$ cat config.mk
export PLATFORM = sky130hd
export DESIGN_NAME = dual_port_ram
export DESIGN_NICKNAME = d
export VERILOG_FILES = /design/src/rtl/dual_port_ram.sv
export SDC_FILE = /design/constraint.sdc
export NUM_CORES = 1
export LEC_CHECK = 0
export BUFFER_PORTS_ARGS = -buffer_cell sky130_fd_sc_hd__buf_2
export CAP_MARGIN = 20
export CORE_MARGIN = 2
export CORE_UTILIZATION = 52
export DETAILED_ROUTE_END_ITERATION = 10
export PLACE_DENSITY = 0.71
export REMOVE_ABC_BUFFERS = 1
export SLEW_MARGIN = 40
export SYNTH_ARGS = -nofsm -noshare
export SYNTH_HDL_FRONTEND = slang
export SYNTH_SLANG_ARGS = --single-unit
$ cat constraint.sdc
create_clock -name clk -period 1.46 [get_ports clk]
set_input_delay 0.292 -clock clk [delete_from_list [all_inputs] [get_ports clk]]
set_output_delay 0.292 -clock clk [all_outputs]
set_load 0.01 [all_outputs]
$ cat src/rtl/dual_port_ram.sv
// True dual-port RAM: two independent read/write ports on one clock sharing one array.
// Registered read data, read-before-write across ports, port 1 wins a write-write collision.
module dual_port_ram #(
    parameter int unsigned WIDTH      = 8,
    parameter int unsigned DEPTH      = 16,
    parameter int unsigned ADDR_WIDTH = (DEPTH > 1) ? $clog2(DEPTH) : 1
) (
    input  logic                  clk,
    input  logic                  rst_n,
    input  logic                  en1,
    input  logic                  en2,
    input  logic                  rd_en1,
    input  logic                  rd_en2,
    input  logic [ADDR_WIDTH-1:0] addr1,
    input  logic [ADDR_WIDTH-1:0] addr2,
    input  logic [WIDTH-1:0]      data_in1,
    input  logic [WIDTH-1:0]      data_in2,
    output logic [WIDTH-1:0]      data_out1,
    output logic [WIDTH-1:0]      data_out2
);

    logic [WIDTH-1:0] mem_q [DEPTH];
    logic [WIDTH-1:0] mem_d [DEPTH];
    logic [WIDTH-1:0] data_out1_q, data_out1_d;
    logic [WIDTH-1:0] data_out2_q, data_out2_d;

    logic wr1, wr2, rd1, rd2;
    logic in_range1, in_range2;

    assign wr1 = en1 & ~rd_en1;
    assign wr2 = en2 & ~rd_en2;
    assign rd1 = en1 & rd_en1;
    assign rd2 = en2 & rd_en2;

    // Only reachable when DEPTH is not a power of two.
    assign in_range1 = (32'(addr1) < DEPTH);
    assign in_range2 = (32'(addr2) < DEPTH);

    // Port 1 has priority on a same-address write; out-of-range writes match no word.
    always_comb begin
        for (int i = 0; i < DEPTH; i++) begin
            mem_d[i] = mem_q[i];
            if (wr1 && (addr1 == ADDR_WIDTH'(i))) begin
                mem_d[i] = data_in1;
            end else if (wr2 && (addr2 == ADDR_WIDTH'(i))) begin
                mem_d[i] = data_in2;
            end
        end
    end

    // Reads come from mem_q, so a read colliding with a write returns the old word.
    always_comb begin
        data_out1_d = data_out1_q;
        if (rd1) begin
            data_out1_d = in_range1 ? mem_q[addr1] : '0;
        end
    end

    always_comb begin
        data_out2_d = data_out2_q;
        if (rd2) begin
            data_out2_d = in_range2 ? mem_q[addr2] : '0;
        end
    end

    always_ff @(posedge clk or negedge rst_n) begin
        if (!rst_n) begin
            for (int i = 0; i < DEPTH; i++) begin
                mem_q[i] <= '0;
            end
            data_out1_q <= '0;
            data_out2_q <= '0;
        end else begin
            for (int i = 0; i < DEPTH; i++) begin
                mem_q[i] <= mem_d[i];
            end
            data_out1_q <= data_out1_d;
            data_out2_q <= data_out2_d;
        end
    end

    assign data_out1 = data_out1_q;
    assign data_out2 = data_out2_q;

endmodule

# Word-level counts from Yosys, hierarchy flattened
# Index checks and enable logic that the tools add are counted.
[op_classes] magnitude_cmp=2 n_eq_ne=30 n_mux=38 n_bitwise=8 n_reduce_logical=50
[ops] op="$mux W8" count=36
[ops] op="$bmux W8 S4" count=2
[ops] op="$eq A4 B4 Y1 const B" count=16
[ops] op="$eq A4 B3 Y1 const B" count=8
[ops] op="$logic_and A1 B1 Y1" count=32
[ops] op="$reduce_bool A2 Y1" count=16
[ops] op="$eq A4 B2 Y1 const B" count=4
[ops] op="$ge A5 B5 Y1 const B" count=2
[ops] op="$not A4 Y5" count=2
[ops] op="$eq A4 B1 Y1 const B" count=2
[ops] op="$logic_not A4 Y1" count=2
[ops] op="$and A1 B1 Y1" count=4
[ops] op="$not A1 Y1" count=2
[word_totals] reg_bits=144 inputBits=30 out_inout_bits=16 wordCells=146

# Logic depth before layout (Yosys ltp)
[logic_depth] ltp_word=5 ltp_mapped=7 depth_no_buf=4

# Least setup slack after synthesis
# Ideal clock, no wire load.
[synth_path] path_kind="input to register" start="input addr2[1]" end="register mem_q[40] (netlist name)" setup_ns=0.137 t_arrival_ns=1.453 t_required_ns=1.323 slack_ns=-0.130 stages=6 path_buffers=2 path_cell_list="buf_4 -> buf_4 -> nor2b_1 -> nand2_2 -> mux2i_1 -> a21oi_1"
[synth_between] elab_chain_len=3
[synth_rtl] item="from (decl)" line_no="15" rtl="input logic [ADDR_WIDTH-1:0] addr2,"
[synth_rtl] item="$eq A4 B4 Y1" line_no="45" rtl="end else if (wr2 && (addr2 == ADDR_WIDTH'(i))) begin"
[synth_rtl] item="$logic_and A1 B1 Y1" line_no="45"
[synth_rtl] item="$reduce_bool A2 Y1 (no source line)"
[synth_rtl] item="to (signal, indexed assignment)" line_no="75" rtl="mem_q[i] <= mem_d[i];"
[synth_rtl] item="to (decl)" line_no="22" rtl="logic [WIDTH-1:0] mem_q [DEPTH];"
# No other way between the ends.
# A chain may end at the register's enable or synchronous reset.

# Worst setup path after layout
[layout_path] start="register mem_q[36] (netlist name)" end="register data_out1_q[4] (netlist: data_out1[4])"
[layout_between] elab_chain_len=3
[layout_rtl] item="$bmux W8 S4" line_no="55" rtl="data_out1_d = in_range1 ? mem_q[addr1] : '0;"
[layout_rtl] item="$mux W8 (implied by the code) (2 in series)" line_no="55"
[layout_rtl] item="to (signal assigned)" line_no="77" rtl="data_out1_q <= data_out1_d;"
[layout_rtl] item="to (decl)" line_no="24" rtl="logic [WIDTH-1:0] data_out1_q, data_out1_d;"
# No other way between the ends. The select of a mux whose other input is x is not followed.

==> results.json <==
{
  "status": "completed",
  "post-route-drc-count": 0,
  "io_pins": 46,
  "cts_tree": "done",
  "via_per_inst": 6.326,
  "max_freq_mhz": 689.9,
  "synth_cells": 871,
  "netlist_area_um2": 8830,
  "worstPathMaxFanout": 2,
  "yosysWarnings": 0,
  "wl_per_cell_um": 23.53,
  "post-dp-hpwl_mm": 18.85,
  "grt_usage_pct": 32.33,
  "finalHoldViolCount": 0,
  "fin_crit_sh_pct": 99.28,
  "drt_wl_total_mm": 27.88,
  "crit_chain": "buf_4, mux4_2, a22oi_2, a31oi_1",
  "synth_ff_type": "dfrtp_1",
  "area_growth_syn_to_layout_pct": 20.99,
  "synth_edf_count": 0,
  "timing.rr.start": "mem_q[36]",
  "switching_share_pct": 29.91,
  "cts.sinks": 144,
  "end_kind": "flip-flop",
  "arrival_ns": 1.74,
  "nNetsFinal": 984,
  "clk_pin_slew_ns": 0.06,
  "whs_ns": 0.2791,
  "irDropWorstVdd_uv": 719.8,
  "place.gp.congestion": 0.9472,
  "relSlewSlack_pct": 52.35,
  "post_cts_buffers": 0,
  "required_ns": 1.75,
  "yosysSeqAreaShare_pct": 40.81,
  "grt_pass1_wl_mm": 43.36,
  "p_comb_share_pct": 24.4,
  "critPathSlowestCell": "mux4_2",
  "htreeDepth": 4,
  "cts_inserted_buffers": 17,
  "tightestPinTransition_ns": 0.7134,
  "p_clk_share_pct": 35.1,
  "gr-total-overflow": 0,
  "synth-seq-cells": 144,
  "rsz0062_at_grt": "yes",
  "fin_total_pwr_mw": 14.55,
  "crit_family": "multiplexers",
  "coreArea_um2": 16580,
  "crit_buf_inv": 1,
  "hp-class": "input pin to async pin",
  "vias": 7496,
  "grt_max_degree": 42,
  "crit_cells": 4,
  "drive_gt1_share_pct": 24.87,
  "dieArea_um2": 18040,
  "path_class": "flip-flop to flip-flop",
  "ant_nets": 0,
  "initial_core_util_pct": 53.24,
  "fp.dieH_um": 134.3,
  "synth_cell_types": 45,
  "power.switching_mw": 4.350,
  "period_minus_slack_ns": 1.449,
  "clk_latency_ns": 0.44,
  "syn_avg_cell_area_um2": 10.14,
  "fin_skew_ns": 0.006775,
  "power.leakage_nw": 5.059,
  "pwr-share-seq_pct": 40.4,
  "root_buffer": "clkbuf_16",
  "rows": 47,
  "die_w_um": 134.3,
  "reg2reg_to": "data_out1[4]",
  "maxSlewViolCount": 0,
  "r2r_slack_ns": 0.01,
  "power.internal_mw": 10.20,
  "power_density_nw_per_um2": 1362,
  "drt-initial-drc-count": 865,
  "antenna_found_initial": 0,
  "drv_cap": 0,
  "antenna_cells": 0,
  "reg2reg_depth": 4,
  "portBuffers": 45,
  "clockBufferDepth": 2,
  "finalSetupViolCount": 0,
  "cp-start-kind": "flip-flop",
  "grt_pass1_vias": 7257,
  "drtPass1Iterations": 7,
  "async_flop_share_pct": 100.0,
  "critPathMaxStageDelay_ns": 0.52
}
## Yosys cell counts, types with 5 or more instances
cell type	instances	area [um^2]
mux2i_1	190	1902
dfrtp_1	144	3603
nor2_1	100	375.4
nand2_1	72	270.3
a21oi_1	66	330.3
o21ai_0	61	305.3
clkbuf_1	38	142.6
mux4_2	32	720.7
o22ai_1	27	168.9
a22oi_1	16	120.1
a31oi_1	16	100.1
buf_2	16	80.08
buf_1	11	41.29
buf_4	10	75.07
nor2b_1	6	37.54
nand2_2	5	31.28
or3b_2	5	43.79
## power groups by stage
stage | combinational, mW | clock (mW) | sequential, mW
6_report | 3.56 | 5.11 | 5.88
3_3_place_gp | 3.32 | 0 | 5.83
2_1_floorplan | 2.03 | 0 | 5.67
4_1_cts | 3.49 | 5.13 | 5.85
5_1_grt | 3.83 | 5.32 | 5.99
3_5_place_dp | 3.43 | 0 | 5.89
## through the flow
step | std cells | setup TNS, ns | cell area, um^2 | utilization (%) | worst slack, ns
2_1_floorplan | 791 | -23.67 | 8441 | - | -0.5540
3_5_place_dp | 1154 | -38.67 | 9936 | 59.91 | -0.4605
6_report | 1185 | 0 | 10680 | 64.42 | 0.01055
5_1_grt | 1185 | -0.003091 | 10680 | 64.42 | -0.003009
3_3_place_gp | 1154 | -35.71 | 9936 | 59.91 | -0.4309
4_1_cts | 1185 | 0 | 10650 | 64.24 | 0.001583
## layer usage
metal | wire, um | up-vias | share of wire (%) | GRT usage [%]
met5 | 0 | - | 0 | 0
met4 | 1267 | 0 | 4.5 | 15.73
met3 | 2350 | 77 | 8.4 | 6.274
met2 | 12410 | 384 | 44 | 48.30
met1 | 11860 | 3685 | 43 | 45.36
li1 | - | 3350 | - | -
## cell families (layout without fill, tap and decap cells)
logic type | after synthesis | count (layout) | synth area share (%)
simple gates | 228 | 228 | 12.53
mux | 224 | 224 | 29.96
compound gates | 194 | 194 | 12.26
flops | 144 | 144 | 40.81
buf+inv | 81 | 175 | 4.449
## timing repair
| item | in CTS | in global routing |
|---|---|---|
| setup endpoints to repair | 6 | 17 |
| pin swaps | 0 | 4 |
| endpoints found under the hold margin | 86 | 0 |
| resized for setup | 5 | 8 |
| gates cloned | 0 | 0 |
| hold buffers | 1 | 0 |
## sequential cells by signal (all words and copies together) (netlist names)
name	flops
mem_q	128
data_out1	8
data_out2	8
## area by class of cell
| cell class | instances | area, um^2 |
|---|---|---|
| clock buffer | 21 | 480.5 |
| timing repair buffer | 144 | 1230 |
| clock inverter | 9 | 203.9 |
| sequential | 144 | 3603 |
| multi-input combinational | 646 | 4886 |
| tap | 220 | 275.3 |
| inverter | 1 | 3.754 |
| fill | 1304 | 5901 |
## cell usage in the layout (no fill, tap or decap), drive strengths merged, types with 16 or more instances in the layout
cell / instances
buf: 143
nand2: 77
o21ai: 64
mux4: 32
nor2: 102
a21oi: 66
o22ai: 27
clkbuf: 21
a22oi: 16
mux2i: 190
a31oi: 16
dfrtp: 144
## worst max path at each step
stage | from | endpoint | slack [ns]
final | mem_q[36] | data_out1[4] | 0.01
after global routing | mem_q[36] | data_out2[4] | -0.003
after CTS | mem_q[36] | data_out2[4] | 0.002
after detailed placement | addr1[1] | mem_q[25] | -0.46
after global placement | addr1[1] | mem_q[25] | -0.43
after floorplan | rd_en2 | mem_q[10] | -0.55
Note: power is estimated with default switching activity, not from simulation.
